===== src/rtl/mem_wb_if.sv =====
// MEM/WB stage bus: EX/MEM entry, data-memory response, and register-file writeback.
// With WB_BYPASS_EN defined the bus also carries the early-forwarding outputs.
interface mem_wb_if #(
  parameter int unsigned COUNT_W = 16
);
  logic               in_valid;
  logic               in_reg_write;
  logic               in_mem_read;
  logic [31:0]        in_alu_result;
  logic [4:0]         in_dest;
  logic [31:0]        mem_rdata;
  logic               mem_ack;
  logic               flush;
  logic               stall_out;
  logic               rf_we;
  logic [4:0]         rf_waddr;
  logic [31:0]        rf_wdata;
  logic               retire;
  logic [COUNT_W-1:0] wb_count;
  logic               err_timeout;
`ifdef WB_BYPASS_EN
  logic               fwd_valid;
  logic [4:0]         fwd_reg;
  logic [31:0]        fwd_data;
`endif

  // Upstream pipeline / data memory side.
  modport master (
    output in_valid,
    output in_reg_write,
    output in_mem_read,
    output in_alu_result,
    output in_dest,
    output mem_rdata,
    output mem_ack,
    output flush,
    input  stall_out,
    input  rf_we,
    input  rf_waddr,
    input  rf_wdata,
    input  retire,
    input  wb_count,
`ifdef WB_BYPASS_EN
    input  fwd_valid,
    input  fwd_reg,
    input  fwd_data,
`endif
    input  err_timeout
  );

  // Writeback stage side.
  modport slave (
    input  in_valid,
    input  in_reg_write,
    input  in_mem_read,
    input  in_alu_result,
    input  in_dest,
    input  mem_rdata,
    input  mem_ack,
    input  flush,
    output stall_out,
    output rf_we,
    output rf_waddr,
    output rf_wdata,
    output retire,
    output wb_count,
`ifdef WB_BYPASS_EN
    output fwd_valid,
    output fwd_reg,
    output fwd_data,
`endif
    output err_timeout
  );
endinterface


===== src/rtl/mem_wb_stage.sv =====
// MEM/WB pipeline register and writeback controller; waits on variable-latency load data.
// Optional WB_BYPASS_EN adds combinational early-forwarding outputs on the bus.
module mem_wb_stage #(
  parameter int unsigned TIMEOUT = 16,
  parameter int unsigned COUNT_W = 16
) (
  input logic     clk,
  input logic     rst_n,
  mem_wb_if.slave bus
);

  localparam int unsigned CntW = $clog2(TIMEOUT + 2);

  typedef enum logic [0:0] {
    StIdle,
    StWaitMem
  } state_e;

  state_e             state_q, state_d;
  logic [CntW-1:0]    wait_cnt_q, wait_cnt_d;
  logic               lat_reg_write_q, lat_reg_write_d;
  logic [4:0]         lat_dest_q, lat_dest_d;

  logic               rf_we_q, rf_we_d;
  logic [4:0]         rf_waddr_q;
  logic [31:0]        rf_wdata_q;
  logic               retire_q;
  logic [COUNT_W-1:0] wb_count_q;
  logic               err_timeout_q;

  logic               complete;
  logic               cmp_reg_write;
  logic [4:0]         cmp_dest;
  logic [31:0]        cmp_data;
  logic               timeout_hit;
  logic               stall;

  always_comb begin
    state_d         = state_q;
    wait_cnt_d      = wait_cnt_q;
    lat_reg_write_d = lat_reg_write_q;
    lat_dest_d      = lat_dest_q;
    complete        = 1'b0;
    cmp_reg_write   = 1'b0;
    cmp_dest        = 5'd0;
    cmp_data        = 32'd0;
    timeout_hit     = 1'b0;
    stall           = 1'b0;

    unique case (state_q)
      StIdle: begin
        if (bus.in_valid && !bus.flush) begin
          if (!bus.in_mem_read) begin
            complete      = 1'b1;
            cmp_reg_write = bus.in_reg_write;
            cmp_dest      = bus.in_dest;
            cmp_data      = bus.in_alu_result;
          end else if (bus.mem_ack) begin
            complete      = 1'b1;
            cmp_reg_write = bus.in_reg_write;
            cmp_dest      = bus.in_dest;
            cmp_data      = bus.mem_rdata;
          end else begin
            // Load miss: park the entry and count this cycle as the first waited one.
            stall           = 1'b1;
            state_d         = StWaitMem;
            wait_cnt_d      = CntW'(1);
            lat_reg_write_d = bus.in_reg_write;
            lat_dest_d      = bus.in_dest;
          end
        end
      end

      StWaitMem: begin
        if (bus.mem_ack && !bus.flush) begin
          complete      = 1'b1;
          cmp_reg_write = lat_reg_write_q;
          cmp_dest      = lat_dest_q;
          cmp_data      = bus.mem_rdata;
          state_d       = StIdle;
          wait_cnt_d    = '0;
        end else begin
          stall = 1'b1;
          if (bus.flush) begin
            state_d    = StIdle;
            wait_cnt_d = '0;
          end else begin
            wait_cnt_d = wait_cnt_q + CntW'(1);
            if ((TIMEOUT != 0) && ((32'(wait_cnt_q) + 32'd1) >= TIMEOUT)) begin
              timeout_hit = 1'b1;
              state_d     = StIdle;
              wait_cnt_d  = '0;
            end
          end
        end
      end

      default: begin
        state_d    = StIdle;
        wait_cnt_d = '0;
      end
    endcase
  end

  // Writes to $0 retire and count but never reach the register file.
  assign rf_we_d = complete && cmp_reg_write && (cmp_dest != 5'd0);

  always_ff @(posedge clk or negedge rst_n) begin
    if (!rst_n) begin
      state_q         <= StIdle;
      wait_cnt_q      <= '0;
      lat_reg_write_q <= 1'b0;
      lat_dest_q      <= 5'd0;
      rf_we_q         <= 1'b0;
      rf_waddr_q      <= 5'd0;
      rf_wdata_q      <= 32'd0;
      retire_q        <= 1'b0;
      wb_count_q      <= '0;
      err_timeout_q   <= 1'b0;
    end else begin
      state_q         <= state_d;
      wait_cnt_q      <= wait_cnt_d;
      lat_reg_write_q <= lat_reg_write_d;
      lat_dest_q      <= lat_dest_d;
      rf_we_q         <= rf_we_d;
      if (rf_we_d) begin
        rf_waddr_q <= cmp_dest;
        rf_wdata_q <= cmp_data;
      end
      retire_q <= complete;
      if (complete) begin
        wb_count_q <= wb_count_q + COUNT_W'(1);
      end
      err_timeout_q <= err_timeout_q | timeout_hit;
    end
  end

  // Gate with rst_n so upstream is never stalled while the stage is held in reset.
  assign bus.stall_out   = rst_n & stall;
  assign bus.rf_we       = rf_we_q;
  assign bus.rf_waddr    = rf_waddr_q;
  assign bus.rf_wdata    = rf_wdata_q;
  assign bus.retire      = retire_q;
  assign bus.wb_count    = wb_count_q;
  assign bus.err_timeout = err_timeout_q;

`ifdef WB_BYPASS_EN
  assign bus.fwd_valid = rf_we_d;
  assign bus.fwd_reg   = rf_we_d ? cmp_dest : rf_waddr_q;
  assign bus.fwd_data  = rf_we_d ? cmp_data : rf_wdata_q;
`endif

endmodule


===== src/flat_wrapper.sv =====
// flat-port wrapper written by rule: the top's interface ports become plain ports
module mem_wb_stage_flat 
#(
  parameter int unsigned TIMEOUT = 16,
  parameter int unsigned COUNT_W = 16
)
  (clk, rst_n, bus_in_valid, bus_in_reg_write, bus_in_mem_read, bus_in_alu_result, bus_in_dest, bus_mem_rdata, bus_mem_ack, bus_flush, bus_stall_out, bus_rf_we, bus_rf_waddr, bus_rf_wdata, bus_retire, bus_wb_count, bus_err_timeout);
  mem_wb_if #(.COUNT_W(COUNT_W)) bus_i ();
  input logic clk;
  input logic rst_n;
  input wire logic [$bits(bus_i.in_valid)-1:0] bus_in_valid;
  input wire logic [$bits(bus_i.in_reg_write)-1:0] bus_in_reg_write;
  input wire logic [$bits(bus_i.in_mem_read)-1:0] bus_in_mem_read;
  input wire logic [$bits(bus_i.in_alu_result)-1:0] bus_in_alu_result;
  input wire logic [$bits(bus_i.in_dest)-1:0] bus_in_dest;
  input wire logic [$bits(bus_i.mem_rdata)-1:0] bus_mem_rdata;
  input wire logic [$bits(bus_i.mem_ack)-1:0] bus_mem_ack;
  input wire logic [$bits(bus_i.flush)-1:0] bus_flush;
  output wire logic [$bits(bus_i.stall_out)-1:0] bus_stall_out;
  output wire logic [$bits(bus_i.rf_we)-1:0] bus_rf_we;
  output wire logic [$bits(bus_i.rf_waddr)-1:0] bus_rf_waddr;
  output wire logic [$bits(bus_i.rf_wdata)-1:0] bus_rf_wdata;
  output wire logic [$bits(bus_i.retire)-1:0] bus_retire;
  output wire logic [$bits(bus_i.wb_count)-1:0] bus_wb_count;
  output wire logic [$bits(bus_i.err_timeout)-1:0] bus_err_timeout;
  assign bus_i.in_valid = bus_in_valid;
  assign bus_i.in_reg_write = bus_in_reg_write;
  assign bus_i.in_mem_read = bus_in_mem_read;
  assign bus_i.in_alu_result = bus_in_alu_result;
  assign bus_i.in_dest = bus_in_dest;
  assign bus_i.mem_rdata = bus_mem_rdata;
  assign bus_i.mem_ack = bus_mem_ack;
  assign bus_i.flush = bus_flush;
  assign bus_stall_out = bus_i.stall_out;
  assign bus_rf_we = bus_i.rf_we;
  assign bus_rf_waddr = bus_i.rf_waddr;
  assign bus_rf_wdata = bus_i.rf_wdata;
  assign bus_retire = bus_i.retire;
  assign bus_wb_count = bus_i.wb_count;
  assign bus_err_timeout = bus_i.err_timeout;
  mem_wb_stage #(.TIMEOUT(TIMEOUT), .COUNT_W(COUNT_W)) u_core (.clk(clk), .rst_n(rst_n), .bus(bus_i));
endmodule

===== config.mk =====
export PLATFORM = sky130hd
export DESIGN_NAME = mem_wb_stage_flat
export DESIGN_NICKNAME = d
export VERILOG_FILES = /design/src/rtl/mem_wb_if.sv /design/src/rtl/mem_wb_stage.sv /design/src/flat_wrapper.sv
export SDC_FILE = /design/constraint.sdc
export NUM_CORES = 1
export LEC_CHECK = 0
export ABC_AREA = 0
export BUFFER_PORTS_ARGS = -buffer_cell sky130_fd_sc_hd__buf_2
export CELL_PAD_IN_SITES_DETAIL_PLACEMENT = 0
export CELL_PAD_IN_SITES_GLOBAL_PLACEMENT = 2
export CORE_UTILIZATION = 28
export CTS_BUF_LIST = sky130_fd_sc_hd__clkbuf_8
export CTS_CLUSTER_DIAMETER = 60
export CTS_CLUSTER_SIZE = 30
export DETAILED_ROUTE_END_ITERATION = 8
export PLACE_DENSITY = 0.86
export SYNTH_ARGS = -nofsm -noshare
export SYNTH_HDL_FRONTEND = slang
export SYNTH_SLANG_ARGS = --single-unit

===== constraint.sdc =====
create_clock -name clk -period 1.7 [get_ports clk]
set_input_delay 0.17 -clock clk [delete_from_list [all_inputs] [get_ports clk]]
set_output_delay 0.17 -clock clk [all_outputs]
set_load 0.02 [all_outputs]

==> results of run 1 <==
-- worst max-delay path by stage --
| stage | cells past startpoint | slack [ns] | endpoint | startpoint |
|---|---|---|---|---|
| after detailed placement | 6 | -0.18 | u_core.bus.rf_wdata[15] | u_core.state_q |
| after global placement | 5 | -0.12 | u_core.bus.rf_waddr[3] | u_core.lat_dest_q[2] |
| after floorplan | 5 | -0.06 | u_core.bus.rf_waddr[0] | u_core.lat_dest_q[2] |
| after global routing | 6 | -0.22 | u_core.bus.rf_wdata[0] | u_core.lat_dest_q[2] |
| after CTS | 6 | -0.15 | u_core.bus.rf_wdata[0] | u_core.lat_dest_q[2] |
| final | 6 | -0.12 | u_core.bus.rf_wdata[12] | u_core.lat_dest_q[2] |
-- logic make-up after synthesis --
logic type | after synthesis | share of synthesized area
xor gates and xnor gates | 16 | 0.0425
muxes | 42 | 0.135
AOI/OAI and AO/OA | 53 | 0.127
adders and majority gates | 2 | 0.00758
and+or+nand+nor | 54 | 0.0975
buffers and inverters | 48 | 0.0755
DFF | 68 | 0.516
-- power by group through the flow --
stage                     Combinational [mW]  Clock (mW)  Sequential [mW]
after floorplan                        0.383           0             2.29
after global placement                  1.12           0             2.05
after detailed placement                1.14           0             2.06
after CTS                               1.18        1.64             2.03
after global routing                    1.30        1.71             2.06
final                                   1.19        1.59             2.03
-- Yosys cell counts (2+ instances only) --
cell	number	share of area
sky130_fd_sc_hd__and3_1	3	0.0057
sky130_fd_sc_hd__buf_2	4	0.0061
sky130_fd_sc_hd__nor3b_1	3	0.0068
sky130_fd_sc_hd__clkbuf_1	3	0.0034
sky130_fd_sc_hd__dfrtp_1	68	0.52
sky130_fd_sc_hd__buf_12	3	0.018
sky130_fd_sc_hd__a22o_1	3	0.0080
sky130_fd_sc_hd__nor4bb_1	2	0.0061
sky130_fd_sc_hd__mux2_4	3	0.014
sky130_fd_sc_hd__inv_1	36	0.041
sky130_fd_sc_hd__nor2b_1	2	0.0038
sky130_fd_sc_hd__nand2b_1	3	0.0057
sky130_fd_sc_hd__xnor2_1	8	0.021
sky130_fd_sc_hd__o21ai_0	2	0.0030
sky130_fd_sc_hd__nand4_1	5	0.0095
sky130_fd_sc_hd__mux2i_1	32	0.097
sky130_fd_sc_hd__ha_1	2	0.0076
sky130_fd_sc_hd__nand3_1	7	0.011
sky130_fd_sc_hd__a31oi_1	2	0.0038
sky130_fd_sc_hd__a22oi_1	32	0.073
sky130_fd_sc_hd__nand2_1	11	0.013
sky130_fd_sc_hd__nor2_1	6	0.0068
sky130_fd_sc_hd__xor2_1	8	0.021
sky130_fd_sc_hd__o211ai_1	3	0.0068
sky130_fd_sc_hd__buf_6	2	0.0068
sky130_fd_sc_hd__mux2_2	7	0.024
-- metrics by stage --
| step | instance area [um^2] | util | setup TNS (ns) | cells |
|---|---|---|---|---|
| final | 4740 | 0.413 | -3.62 | 596 |
| after global routing | 4740 | 0.413 | -6.92 | 596 |
| after CTS | 4580 | 0.399 | -4.10 | 592 |
| after detailed placement | 4250 | 0.371 | -3.85 | 570 |
| after global placement | 4250 | 0.371 | -2.56 | 570 |
| after floorplan | 3300 | - | -0.870 | 283 |
-- sequential cells by signal, summed over array words and instances, names as in the netlist --
name and flops:
u_core.wait_cnt_q 5, u_core.lat_dest_q 5, u_core.bus.rf_wdata 32, u_core.state_q 1, u_core.bus.rf_we 1, u_core.bus.rf_waddr 5
u_core.bus.retire 1, u_core.bus.err_timeout 1, u_core.bus.wb_count 16, u_core.lat_reg_write_q 1
-- what timing repair did --
item | in CTS | in global routing
gates resized for setup | 13 | 23
endpoints found under the setup margin | 40 | 47
setup buffers | 5 | 3
hold buffers | 0 | 0
hold endpoints to repair | 0 | 0
cloned | 1 | 1
pin swaps | 5 | 12
-- area by class of cell --
type	count	area, um^2	area share
Inverter	36	135	0.0285
Clock inverter	7	115	0.0243
Multi-Input combinational cell	167	1470	0.311
Sequential cell	68	1710	0.360
Tap cell	143	179	0.0378
Timing Repair Buffer	166	1010	0.213
Clock buffer	9	124	0.0261
-- metal layers --
| metal | track usage | share of wire |
|---|---|---|
| met1 | 0.171 | 0.43 |
| met5 | 0 | 0 |
| met4 | 0.0489 | 0.0098 |
| met3 | 0.0527 | 0.075 |
| met2 | 0.230 | 0.49 |
-- critical path: stages, from the launching register on --
cell and delay [ns]:
sky130_fd_sc_hd__dfrtp_1 0.38, sky130_fd_sc_hd__or4_4 0.53, sky130_fd_sc_hd__a32oi_2 0.18, sky130_fd_sc_hd__o211ai_1 0.15, sky130_fd_sc_hd__buf_6 0.18, sky130_fd_sc_hd__clkbuf_16 0.17, sky130_fd_sc_hd__mux2i_1 0.11
-- placed cells by master, fill, tap and decap left out, types with 3 or more instances in the layout --
cell type	Yosys	routed
sky130_fd_sc_hd__a22o_1	3	3
sky130_fd_sc_hd__a22oi_1	32	32
sky130_fd_sc_hd__buf_12	3	3
sky130_fd_sc_hd__buf_2	4	131
sky130_fd_sc_hd__buf_4	0	23
sky130_fd_sc_hd__buf_6	2	7
sky130_fd_sc_hd__bufinv_16	0	3
sky130_fd_sc_hd__clkbuf_8	0	9
sky130_fd_sc_hd__dfrtp_1	68	65
sky130_fd_sc_hd__dfrtp_2	0	3
sky130_fd_sc_hd__inv_1	36	37
sky130_fd_sc_hd__mux2_2	7	7
sky130_fd_sc_hd__mux2_4	3	3
sky130_fd_sc_hd__mux2i_1	32	32
sky130_fd_sc_hd__nand2_1	11	10
sky130_fd_sc_hd__nand2b_1	3	3
sky130_fd_sc_hd__nand3_1	7	4
sky130_fd_sc_hd__nand4_1	5	5
sky130_fd_sc_hd__nor2_1	6	4
sky130_fd_sc_hd__nor2_4	0	3
sky130_fd_sc_hd__o211ai_1	3	3
sky130_fd_sc_hd__xnor2_1	8	7
sky130_fd_sc_hd__xor2_1	8	8
==> metrics.txt, run 1 <==
# TYPE chip_impl_metric gauge
chip_impl_info{name="r2r-start",value="u_core.lat_dest_q[2]"} 1
chip_impl_metric{name="setup_viol",unit=""} 41
chip_impl_metric{name="p_total",unit="mW"} 4.81
chip_impl_info{name="outcome",value="finished with violations"} 1
chip_impl_metric{name="dp.final_hpwl",unit="um"} 6230
chip_impl_metric{name="cts_inserted_buffers",unit=""} 9
chip_impl_metric{name="worst_setup_slack_after_placement",unit="ns"} -0.178
chip_impl_metric{name="gp_routability_congestion",unit=""} 0.770
chip_impl_metric{name="ys_seq_elements",unit=""} 68
chip_impl_metric{name="layout-drive-gt1-share",unit=""} 0.479
chip_impl_info{name="holdCritPathClass",value="in -> async"} 1
chip_impl_metric{name="pin_count_of_the_biggest_net_entering_global_routing",unit=""} 69
chip_impl_metric{name="rows",unit=""} 39
chip_impl_metric{name="grt_pass1_vias",unit=""} 2791
chip_impl_metric{name="netlist_area",unit="um^2"} 3300
chip_impl_metric{name="route.vias.total",unit=""} 2739
chip_impl_metric{name="power.density",unit="nW/um^2"} 1010
chip_impl_metric{name="route.antenna.remaining_nets",unit=""} 0
chip_impl_metric{name="core_area",unit="um^2"} 11500
chip_impl_metric{name="antenna_cells",unit=""} 0
chip_impl_metric{name="dr.pass1.iters",unit=""} 4
chip_impl_info{name="setup.worst_path.end_class",value="flip-flop"} 1
chip_impl_metric{name="cellLeakagePower",unit="nW"} 2.32
chip_impl_metric{name="boundaryPins",unit=""} 133
chip_impl_metric{name="detail_route.wl_per_cell",unit="um"} 14.2
chip_impl_metric{name="timing.max_slew.rel_slack",unit=""} 0.411
chip_impl_metric{name="p_int",unit="mW"} 3.37
chip_impl_metric{name="slew_violations",unit=""} 0
chip_impl_metric{name="yosys.cell_types.count",unit=""} 49
chip_impl_info{name="clk_root_buffer_cell",value="sky130_fd_sc_hd__clkbuf_8"} 1
chip_impl_metric{name="syn_to_final_growth",unit="%"} 43.6
chip_impl_metric{name="worst_pin_slew",unit="ns"} 0.883
chip_impl_metric{name="clock_latency",unit="ns"} 0.34
chip_impl_metric{name="antenna_violations_before_repair",unit=""} 1
chip_impl_metric{name="grt_use_total",unit=""} 0.141
chip_impl_metric{name="clk_path_buf_depth",unit=""} 2
chip_impl_metric{name="portBuffers",unit=""} 132
chip_impl_metric{name="setup_slack",unit="ns"} -0.125
chip_impl_metric{name="clock_power_frac",unit=""} 0.330
chip_impl_info{name="type_of_the_worst_setup_path",value="reg -> reg"} 1
chip_impl_metric{name="reg2reg_depth",unit=""} 6
chip_impl_metric{name="finalCriticalPeriod",unit="ns"} 1.82
chip_impl_metric{name="dieArea",unit="um^2"} 12200
chip_impl_metric{name="max_clock_freq",unit="MHz"} 548
chip_impl_metric{name="number_of_filler_instances_in_the_final_layout",unit=""} 1158
chip_impl_metric{name="post_synth_inst_count",unit=""} 283
chip_impl_metric{name="num-nets-final",unit=""} 526
chip_impl_metric{name="worst_ir_drop_vdd",unit="mV"} 0.721
chip_impl_metric{name="htreeDepth",unit=""} 3
chip_impl_metric{name="number_of_enable_flip_flop_cells_after_synthesis",unit=""} 0
chip_impl_info{name="reg2reg_to",value="u_core.bus.rf_wdata[12]"} 1
chip_impl_info{name="violations",value="setup timing"} 1
chip_impl_metric{name="ys_seq_area_frac",unit=""} 0.516
chip_impl_metric{name="clock_slew_seen_by_the_registers_of_the_worst_setup_and_hold_paths",unit="ns"} 0.07
chip_impl_metric{name="syn_nets",unit=""} 361
chip_impl_metric{name="routed_wl",unit="um"} 8440
chip_impl_metric{name="worst_ep_required_time",unit="ns"} 1.91
chip_impl_metric{name="fin_worst_skew",unit="ns"} 0.00911
chip_impl_metric{name="cp.arrival",unit="ns"} 2.04
chip_impl_info{name="tritoncts_clock_tree",value="yes"} 1
chip_impl_metric{name="swShare",unit=""} 0.299
chip_impl_metric{name="yosysWarningCount",unit=""} 0
chip_impl_metric{name="cts_num_sinks",unit=""} 68
chip_impl_metric{name="wire_length_of_the_first_global_routing_pass",unit="um"} 13700
chip_impl_metric{name="starting_density_of_the_core",unit=""} 0.288
chip_impl_metric{name="die_x",unit="um"} 111
chip_impl_info{name="critical_path.startpoint_type",value="flip-flop"} 1
chip_impl_metric{name="final_worst_path_period_share",unit=""} 1.07
chip_impl_info{name="rsz0062_at_grt",value="yes"} 1
chip_impl_metric{name="fraction_of_registers_with_async_set_reset",unit=""} 1.00
chip_impl_metric{name="dr.first_iter.drc_count",unit=""} 78
chip_impl_info{name="yosys_most_used_dff",value="sky130_fd_sc_hd__dfrtp_1"} 1
chip_impl_metric{name="synth.avg_cell_area",unit="um^2"} 11.7
chip_impl_metric{name="globalRouteOverflowTotal",unit=""} 0
chip_impl_metric{name="dieHeight",unit="um"} 111
chip_impl_metric{name="viasPerCell",unit=""} 4.60
chip_impl_metric{name="combinationalPowerShare",unit=""} 0.248
chip_impl_metric{name="cp_max_fo",unit=""} 8
chip_impl_metric{name="hold-worst-slack",unit="ns"} 0.0934
chip_impl_metric{name="power.switching",unit="mW"} 1.44
chip_impl_metric{name="final_hold_viol_count",unit=""} 0
chip_impl_metric{name="drc",unit=""} 0
chip_impl_metric{name="timing.reg2reg.setup_slack",unit="ns"} -0.12
chip_impl_metric{name="sequential_group_share_of_total_power",unit=""} 0.422
chip_impl_metric{name="cap_violations",unit=""} 0
(Power assumes the default switching activity.)
==> run 2: changes to the inputs <==
--- a/config.mk
+++ b/config.mk
@@ -6,15 +6,15 @@
 export NUM_CORES = 1
 export LEC_CHECK = 0
 export ABC_AREA = 0
-export BUFFER_PORTS_ARGS = -buffer_cell sky130_fd_sc_hd__buf_2
 export CELL_PAD_IN_SITES_DETAIL_PLACEMENT = 0
 export CELL_PAD_IN_SITES_GLOBAL_PLACEMENT = 2
-export CORE_UTILIZATION = 28
+export CORE_UTILIZATION = 36
 export CTS_BUF_LIST = sky130_fd_sc_hd__clkbuf_8
 export CTS_CLUSTER_DIAMETER = 60
 export CTS_CLUSTER_SIZE = 30
 export DETAILED_ROUTE_END_ITERATION = 8
-export PLACE_DENSITY = 0.86
+export DONT_BUFFER_PORTS = 1
+export PLACE_DENSITY = 0.84
 export SYNTH_ARGS = -nofsm -noshare
 export SYNTH_HDL_FRONTEND = slang
 export SYNTH_SLANG_ARGS = --single-unit
==> run 2 against run 1 <==
The run ends with DRC, hold timing, setup timing left. Routed wire length decreased by 7.1%. Sequential cell count unchanged. Global-route usage increased by 1.9 points. Combinational power decreased by 32%. Largest cell class unchanged.
==> metrics.txt, run 2 (synthesis results as in run 1) <==
# TYPE chip_impl_metric gauge
chip_impl_info{name="holdCritPathClass",value="in -> async"} 1
chip_impl_metric{name="worst_ep_required_time",unit="ns"} 1.92
chip_impl_metric{name="globalRouteOverflowTotal",unit=""} 0
chip_impl_metric{name="die_x",unit="um"} 97.7
chip_impl_metric{name="final_hold_viol_count",unit=""} 68
chip_impl_metric{name="layout-drive-gt1-share",unit=""} 0.264
chip_impl_info{name="clk_root_buffer_cell",value="sky130_fd_sc_hd__clkbuf_8"} 1
chip_impl_metric{name="boundaryPins",unit=""} 133
chip_impl_metric{name="routed_wl",unit="um"} 7840
chip_impl_metric{name="number_of_filler_instances_in_the_final_layout",unit=""} 806
chip_impl_info{name="crit_slowest_cell",value="sky130_fd_sc_hd__or4_4"} 1
chip_impl_metric{name="power.density",unit="nW/um^2"} 1030
chip_impl_metric{name="wire_length_of_the_first_global_routing_pass",unit="um"} 11700
chip_impl_metric{name="timing.setup.tns",unit="ns"} -4.04
chip_impl_metric{name="timing.max_slew.rel_slack",unit=""} 0.736
chip_impl_metric{name="reg2reg_depth",unit=""} 5
chip_impl_metric{name="cap_violations",unit=""} 0
chip_impl_metric{name="finalNonFillerCells",unit=""} 438
chip_impl_info{name="outcome",value="finished with violations"} 1
chip_impl_info{name="worst_path_dominant_cell_family",value="simple AND/OR/NAND/NOR gates"} 1
chip_impl_metric{name="grt_use_total",unit=""} 0.160
chip_impl_metric{name="syn_to_final_growth",unit="%"} 22.4
chip_impl_metric{name="dieHeight",unit="um"} 97.7
chip_impl_metric{name="clock_slew_seen_by_the_registers_of_the_worst_setup_and_hold_paths",unit="ns"} 0.07
chip_impl_metric{name="viasPerCell",unit=""} 5.37
chip_impl_metric{name="timing.critical_path.buf_inv",unit=""} 1
chip_impl_info{name="type_of_the_worst_setup_path",value="reg -> reg"} 1
chip_impl_info{name="tritoncts_clock_tree",value="yes"} 1
chip_impl_metric{name="dieArea",unit="um^2"} 9550
chip_impl_metric{name="worst_pin_slew",unit="ns"} 0.396
chip_impl_info{name="rsz0062_at_grt",value="yes"} 1
chip_impl_metric{name="critPathMaxStageDelay",unit="ns"} 0.54
chip_impl_metric{name="final_worst_path_period_share",unit=""} 1.09
chip_impl_metric{name="slew_violations",unit=""} 0
chip_impl_metric{name="dr.pass1.iters",unit=""} 6
chip_impl_info{name="setup.worst_path.end_class",value="flip-flop"} 1
chip_impl_metric{name="gp_routability_congestion",unit=""} 0.733
chip_impl_metric{name="setup_slack",unit="ns"} -0.156
chip_impl_metric{name="cts_num_sinks",unit=""} 68
chip_impl_metric{name="cp_max_fo",unit=""} 5
chip_impl_metric{name="antenna_cells",unit=""} 0
chip_impl_metric{name="core_area",unit="um^2"} 8810
chip_impl_metric{name="num-nets-final",unit=""} 404
chip_impl_metric{name="rows",unit=""} 34
chip_impl_metric{name="cts_hold_buf",unit=""} 6
chip_impl_metric{name="route.vias.total",unit=""} 2352
chip_impl_info{name="layout_commonest_cell",value="sky130_fd_sc_hd__dfrtp_1"} 1
chip_impl_metric{name="clk_path_buf_depth",unit=""} 2
chip_impl_metric{name="hold-worst-slack",unit="ns"} -0.481
chip_impl_metric{name="timing.reg2reg.setup_slack",unit="ns"} -0.16
chip_impl_metric{name="pin_count_of_the_biggest_net_entering_global_routing",unit=""} 70
chip_impl_metric{name="placed_cells",unit=""} 409
chip_impl_info{name="r2r-start",value="u_core.lat_dest_q[4]"} 1
chip_impl_info{name="reg2reg_to",value="u_core.bus.rf_waddr[3]"} 1
chip_impl_metric{name="dr.first_iter.drc_count",unit=""} 134
chip_impl_metric{name="detail_route.wl_per_cell",unit="um"} 17.9
chip_impl_metric{name="drc",unit=""} 32
chip_impl_metric{name="htreeDepth",unit=""} 3
chip_impl_info{name="violations",value="DRC, hold timing, setup timing"} 1
chip_impl_metric{name="register_area",unit="um^2"} 1710
chip_impl_metric{name="cp.arrival",unit="ns"} 2.07
chip_impl_metric{name="antenna_violations_before_repair",unit=""} 0
chip_impl_metric{name="final_util",unit=""} 0.459
chip_impl_metric{name="worst_ir_drop_vdd",unit="mV"} 0.624
chip_impl_info{name="critical_path.startpoint_type",value="flip-flop"} 1
chip_impl_metric{name="route.antenna.remaining_nets",unit=""} 0
chip_impl_metric{name="multiInputGateArea",unit="um^2"} 1470
chip_impl_metric{name="setup_viol",unit=""} 36
chip_impl_metric{name="starting_density_of_the_core",unit=""} 0.375
chip_impl_metric{name="clock_latency",unit="ns"} 0.34
chip_impl_info{name="highest_count_cells_in_the_layout_ignoring_fill_and_taps",value="sky130_fd_sc_hd__dfrtp_1 (65), sky130_fd_sc_hd__inv_1 (38), sky130_fd_sc_hd__a22oi_1 (32), sky130_fd_sc_hd__mux2i_1 (32), sky130_fd_sc_hd__buf_4 (28)"} 1
chip_impl_info{name="cell_chain_critical_path",value="or4_4, a32oi_2, o211ai_1, buf_4, mux2_4"} 1
chip_impl_metric{name="max_clock_freq",unit="MHz"} 539
chip_impl_metric{name="cts_inserted_buffers",unit=""} 9
chip_impl_metric{name="largest_register_ff_count",unit=""} 32
chip_impl_metric{name="cellLeakagePower",unit="nW"} 1.75
chip_impl_metric{name="finalCriticalPeriod",unit="ns"} 1.86
chip_impl_metric{name="portBuffers",unit=""} 0
chip_impl_metric{name="fin_worst_skew",unit="ns"} 0.00728
chip_impl_metric{name="grt_pass1_vias",unit=""} 2362
chip_impl_metric{name="dp.final_hpwl",unit="um"} 5100
-- run 2: cell count changes in the layout (fill, tap and decap cells not counted), sizes merged --
cell         delta
buf           -129
clkinvlp        -1
clkinv          +1
dlygate4sd3     +6
bufinv          -3
clkbuf          +3
-- run 2: cell type report --
class	instances	share of cell area
Timing Repair Buffer	44	0.106
Clock inverter	4	0.00434
Tap cell	108	0.0335
Multi-Input combinational cell	167	0.363
Sequential cell	68	0.422
Clock buffer	11	0.0375
Inverter	36	0.0335
-- run 2: per-stage QoR --
stage / power [mW] / cell area [um^2] / hold slack (ns) / setup slack (ns)
global route: 4.39 / 4040 / -0.518 / -0.223
floorplan: 2.68 / 3300 / -0.126 / -0.0601
global placement: 2.95 / 3580 / -0.124 / -0.188
finish: 4.16 / 4040 / -0.481 / -0.156
detailed placement: 2.98 / 3580 / -0.124 / -0.244
CTS: 4.20 / 3900 / -0.506 / -0.185
-- run 2: how the worst max path moves through the flow --
stage / from / cells past startpoint / end
3_5_place_dp: u_core.state_q / 5 / u_core.bus.rf_wdata[24]
5_1_grt: u_core.lat_dest_q[4] / 5 / u_core.bus.rf_waddr[3]
6_report: u_core.lat_dest_q[4] / 5 / u_core.bus.rf_waddr[3]
3_3_place_gp: u_core.lat_dest_q[2] / 5 / u_core.bus.rf_wdata[3]
4_1_cts: u_core.lat_dest_q[4] / 5 / u_core.bus.rf_waddr[3]
2_1_floorplan: u_core.lat_dest_q[2] / 5 / u_core.bus.rf_waddr[0]
-- run 2: routing by layer --
| layer | routed length [um] | global-route usage | vias up |
|---|---|---|---|
| li1 | - | - | 1096 |
| met1 | 3230 | 0.180 | 1138 |
| met2 | 3850 | 0.272 | 109 |
| met3 | 691 | 0.0702 | 9 |
| met4 | 77 | 0.0548 | 0 |
| met5 | 0 | 0 | - |
-- run 2: where the power goes --
part	internal (mW)	switching (mW)	total [mW]
logic	0.409	0.399	0.807
registers	1.86	0.333	2.19
clock network	0.586	0.573	1.16
-- run 2: repair_timing --
item	4_1_cts	5_1_grt
gates cloned	0	2
setup buffers	5	2
hold endpoints to repair	74	68
endpoints found under the setup margin	41	47
resized for setup	13	16
pin swaps	8	7
==> run 3: changes to the inputs <==
--- a/config.mk
+++ b/config.mk
@@ -5,16 +5,16 @@
 export SDC_FILE = /design/constraint.sdc
 export NUM_CORES = 1
 export LEC_CHECK = 0
-export ABC_AREA = 0
+export ABC_AREA = 1
 export CELL_PAD_IN_SITES_DETAIL_PLACEMENT = 0
 export CELL_PAD_IN_SITES_GLOBAL_PLACEMENT = 2
-export CORE_UTILIZATION = 36
+export CORE_UTILIZATION = 35
 export CTS_BUF_LIST = sky130_fd_sc_hd__clkbuf_8
 export CTS_CLUSTER_DIAMETER = 60
 export CTS_CLUSTER_SIZE = 30
 export DETAILED_ROUTE_END_ITERATION = 8
 export DONT_BUFFER_PORTS = 1
-export PLACE_DENSITY = 0.84
+export PLACE_DENSITY = 0.88
 export SYNTH_ARGS = -nofsm -noshare
 export SYNTH_HDL_FRONTEND = slang
 export SYNTH_SLANG_ARGS = --single-unit
==> constraint.sdc (replaced) <==
create_clock -name clk -period 2.1 [get_ports clk]
set_input_delay 0.21 -clock clk [delete_from_list [all_inputs] [get_ports clk]]
set_output_delay 0.21 -clock clk [all_outputs]
set_load 0.02 [all_outputs]
==> run 3 against run 2 <==
The run now ends clean. Via count rose by 44%. Area after synthesis rose by 16%. Combinational power fell by 41%. Hold slack improved by 0.57 ns. Synthesized cell count rose by 87%. Sequential share of layout area fell by 2.6 points. First-iteration DRC count rose by 78%.
==> metrics.txt, run 3 <==
# TYPE chip_impl_metric gauge
chip_impl_info{name="outcome",value="complete, no violations"} 1
chip_impl_metric{name="syn_nets",unit=""} 608
chip_impl_metric{name="worst_ir_drop_vdd",unit="mV"} 0.360
chip_impl_metric{name="dieHeight",unit="um"} 107
chip_impl_metric{name="globalRouteOverflowTotal",unit=""} 0
chip_impl_metric{name="largest_register_ff_count",unit=""} 32
chip_impl_metric{name="cts_num_sinks",unit=""} 68
chip_impl_info{name="critical_path.startpoint_type",value="flip-flop"} 1
chip_impl_metric{name="yosysWarningCount",unit=""} 0
chip_impl_metric{name="layout-drive-gt1-share",unit=""} 0.0762
chip_impl_metric{name="timing.max_slew.rel_slack",unit=""} 0.641
chip_impl_metric{name="clk_path_buf_depth",unit=""} 2
chip_impl_metric{name="routed_wl",unit="um"} 10400
chip_impl_metric{name="post_synth_inst_count",unit=""} 530
chip_impl_info{name="yosys-top-cells-count",value="sky130_fd_sc_hd__nand2_1 (163), sky130_fd_sc_hd__nand3_1 (81), sky130_fd_sc_hd__o21ai_0 (73)"} 1
chip_impl_metric{name="final_worst_path_period_share",unit=""} 0.928
chip_impl_metric{name="power.density",unit="nW/um^2"} 801
chip_impl_metric{name="antenna_cells",unit=""} 0
chip_impl_metric{name="combinationalPowerShare",unit=""} 0.140
chip_impl_metric{name="dieArea",unit="um^2"} 11400
chip_impl_metric{name="swShare",unit=""} 0.348
chip_impl_metric{name="syn_to_final_growth",unit="%"} 11.9
chip_impl_metric{name="yosys.cell_types.count",unit=""} 27
chip_impl_info{name="rsz0062_at_grt",value="no"} 1
chip_impl_metric{name="number_of_filler_instances_in_the_final_layout",unit=""} 1144
chip_impl_metric{name="worst_pin_slew",unit="ns"} 0.536
chip_impl_metric{name="die_x",unit="um"} 107
chip_impl_info{name="layout_commonest_cell",value="sky130_fd_sc_hd__nand2_1"} 1
chip_impl_info{name="tritoncts_clock_tree",value="yes"} 1
chip_impl_metric{name="synth.avg_cell_area",unit="um^2"} 7.24
chip_impl_metric{name="htreeDepth",unit=""} 3
chip_impl_metric{name="ys_seq_area_frac",unit=""} 0.444
chip_impl_metric{name="post-synth-top-area-fraction",unit=""} 0.444
chip_impl_info{name="post-synth-top-count-cell",value="sky130_fd_sc_hd__nand2_1"} 1
chip_impl_metric{name="setup_viol",unit=""} 0
chip_impl_metric{name="timing.reg2reg.setup_slack",unit="ns"} 0.35
chip_impl_metric{name="cp.arrival",unit="ns"} 1.74
chip_impl_info{name="r2r-start",value="u_core.state_q"} 1
chip_impl_metric{name="placed_area",unit="um^2"} 4000
chip_impl_metric{name="cp_max_fo",unit=""} 25
chip_impl_metric{name="wire_length_of_the_first_global_routing_pass",unit="um"} 16900
chip_impl_metric{name="route.antenna.remaining_nets",unit=""} 0
chip_impl_info{name="setup.worst_path.start",value="u_core.state_q"} 1
chip_impl_metric{name="route.vias.total",unit=""} 3381
chip_impl_metric{name="slew_violations",unit=""} 0
chip_impl_metric{name="portBuffers",unit=""} 0
chip_impl_metric{name="dp.final_hpwl",unit="um"} 7340
chip_impl_info{name="type_of_the_worst_setup_path",value="reg -> out"} 1
chip_impl_metric{name="dr.pass1.iters",unit=""} 4
chip_impl_info{name="setup.worst_path.end_class",value="output port"} 1
chip_impl_metric{name="clock_slew_seen_by_the_registers_of_the_worst_setup_and_hold_paths",unit="ns"} 0.08
chip_impl_info{name="hold_end",value="u_core.bus.err_timeout"} 1
chip_impl_metric{name="worst_setup_slack_after_placement",unit="ns"} 0.363
chip_impl_metric{name="gp_routability_congestion",unit=""} 0.794
chip_impl_metric{name="netlist_area",unit="um^2"} 3840
chip_impl_metric{name="boundaryPins",unit=""} 133
chip_impl_metric{name="clock_latency",unit="ns"} 0.35
chip_impl_metric{name="pin_count_of_the_biggest_net_entering_global_routing",unit=""} 69
chip_impl_metric{name="timing.setup.tns",unit="ns"} 0
chip_impl_info{name="hold_wc_startpoint",value="bus_flush"} 1
chip_impl_info{name="synthDominantAreaCellType",value="sky130_fd_sc_hd__dfrtp_1"} 1
chip_impl_metric{name="fraction_of_registers_with_async_set_reset",unit=""} 1.00
chip_impl_info{name="clk_root_buffer_cell",value="sky130_fd_sc_hd__clkbuf_8"} 1
chip_impl_metric{name="finalCriticalPeriod",unit="ns"} 1.95
chip_impl_metric{name="max_clock_freq",unit="MHz"} 513
chip_impl_metric{name="clock_power_frac",unit=""} 0.325
chip_impl_metric{name="num-nets-final",unit=""} 611
chip_impl_metric{name="power.switching",unit="mW"} 1.20
chip_impl_metric{name="viasPerCell",unit=""} 5.02
chip_impl_metric{name="final_hold_viol_count",unit=""} 0
chip_impl_metric{name="post_cts_resize_count",unit=""} 0
chip_impl_metric{name="cellLeakagePower",unit="nW"} 2.19
chip_impl_metric{name="p_int",unit="mW"} 2.24
chip_impl_info{name="yosys_most_used_dff",value="sky130_fd_sc_hd__dfrtp_1"} 1
chip_impl_metric{name="drc",unit=""} 0
chip_impl_metric{name="cts_inserted_buffers",unit=""} 9
chip_impl_metric{name="reg2reg_depth",unit=""} 7
chip_impl_metric{name="detail_route.wl_per_cell",unit="um"} 15.4
chip_impl_info{name="reg2reg_to",value="u_core.bus.rf_wdata[14]"} 1
chip_impl_metric{name="number_of_enable_flip_flop_cells_after_synthesis",unit=""} 0
chip_impl_info{name="holdCritPathClass",value="in -> reg"} 1
chip_impl_metric{name="starting_density_of_the_core",unit=""} 0.367
chip_impl_metric{name="core_area",unit="um^2"} 10500
chip_impl_metric{name="grt_use_total",unit=""} 0.191
chip_impl_metric{name="setup_slack",unit="ns"} 0.152
chip_impl_metric{name="cap_violations",unit=""} 0
chip_impl_metric{name="layout.cell_area.non_filler",unit="um^2"} 4290
chip_impl_metric{name="ys_seq_elements",unit=""} 68
chip_impl_metric{name="min_path_cells",unit=""} 3
chip_impl_metric{name="fin_worst_skew",unit="ns"} 0.0171
chip_impl_metric{name="antenna_violations_before_repair",unit=""} 1
chip_impl_metric{name="worst_ep_required_time",unit="ns"} 1.89
chip_impl_info{name="synth.top_cells.by_area",value="sky130_fd_sc_hd__dfrtp_1 (44%), sky130_fd_sc_hd__nand2_1 (16%), sky130_fd_sc_hd__nand3_1 (11%)"} 1
chip_impl_metric{name="dr.first_iter.drc_count",unit=""} 238
chip_impl_metric{name="grt_pass1_vias",unit=""} 3325
chip_impl_metric{name="sequential_group_share_of_total_power",unit=""} 0.535
chip_impl_metric{name="rows",unit=""} 37
chip_impl_metric{name="cts_post_setup_buffers_inserted",unit=""} 0
chip_impl_info{name="highest_count_cells_in_the_layout_ignoring_fill_and_taps",value="sky130_fd_sc_hd__nand2_1 (163), sky130_fd_sc_hd__nand3_1 (81), sky130_fd_sc_hd__o21ai_0 (73)"} 1
## run 3: cell count changes in the layout (fill, tap and decap cells not counted), sizes merged, moves of 4 or more
cell   previous run  this run
a22oi            32         0
buf              36        14
inv              38        55
mux2             10         0
mux2i            32         0
nand2            11       165
nand3             7        83
nor2              7        24
nor3b             4         0
o21ai             2        75
## run 3: power by group through the flow
stage / Sequential (mW) / Clock (mW) / Combinational (mW)
finish: 1.84 / 1.12 / 0.480
global route: 1.87 / 1.21 / 0.571
CTS: 1.84 / 1.14 / 0.488
detailed placement: 1.87 / 0 / 0.441
global placement: 1.86 / 0 / 0.423
floorplan: 1.81 / 0 / 0.352
## run 3: layout make-up
class	instances	area [um^2]	area share
inverters	55	206	0.0481
flip-flops and latches	68	1700	0.397
multi-input cells	379	1800	0.420
clock inverters	6	63.8	0.0149
clock buffers	10	138	0.0321
well taps	136	170	0.0397
repair buffers	20	210	0.0490
## run 3: worst max-delay path: stages (launching register included)
cell	delay (ns)
sky130_fd_sc_hd__dfrtp_1	0.47
sky130_fd_sc_hd__nand3_4	0.20
sky130_fd_sc_hd__buf_4	0.28
sky130_fd_sc_hd__nand2_1	0.07
sky130_fd_sc_hd__nor2_1	0.37
## run 3: worst max path at each step
stage                              end  cells after the start  slack, ns
4_1_cts                  bus_stall_out                      4       0.14
6_report                 bus_stall_out                      4       0.15
3_3_place_gp    u_core.bus.rf_wdata[4]                      8       0.41
5_1_grt                  bus_stall_out                      4      0.009
3_5_place_dp    u_core.bus.rf_wdata[6]                      7       0.36
2_1_floorplan  u_core.bus.rf_wdata[10]                      9       0.57
## run 3: per-stage QoR
| stage | hold slack, ns | total power [mW] | cells | utilization |
|---|---|---|---|---|
| finish | 0.0897 | 3.44 | 674 | 0.410 |
| global route | 0.0771 | 3.65 | 674 | 0.410 |
| CTS | 0.0757 | 3.47 | 674 | 0.410 |
| detailed placement | -0.0840 | 2.31 | 651 | 0.383 |
| global placement | -0.0841 | 2.29 | 651 | 0.383 |
| floorplan | -0.0856 | 2.16 | 530 | - |
## run 3: cell families (layout without fill, tap and decap cells)
family	Yosys count	in the layout	share of synthesized area
and+or+nand+nor	281	281	0.314
buffers and inverters	83	91	0.0916
AOI/OAI and AO/OA	79	79	0.105
DFF	68	68	0.444
xor gates and xnor gates	17	17	0.0388
adders and majority gates	2	2	0.00652
## run 3: layer usage
| metal | vias up | GRT usage | wire (um) |
|---|---|---|---|
| li1 | 1703 | - | - |
| met1 | 1557 | 0.239 | 4550 |
| met2 | 113 | 0.310 | 4880 |
| met3 | 8 | 0.0669 | 830 |
| met4 | 0 | 0.0519 | 128 |
| met5 | - | 0 | 0 |
## run 3: timing repair
item                                   CTS  global route
setup endpoints to repair                0             0
endpoints found under the hold margin   73             0
hold buffers                             7             0
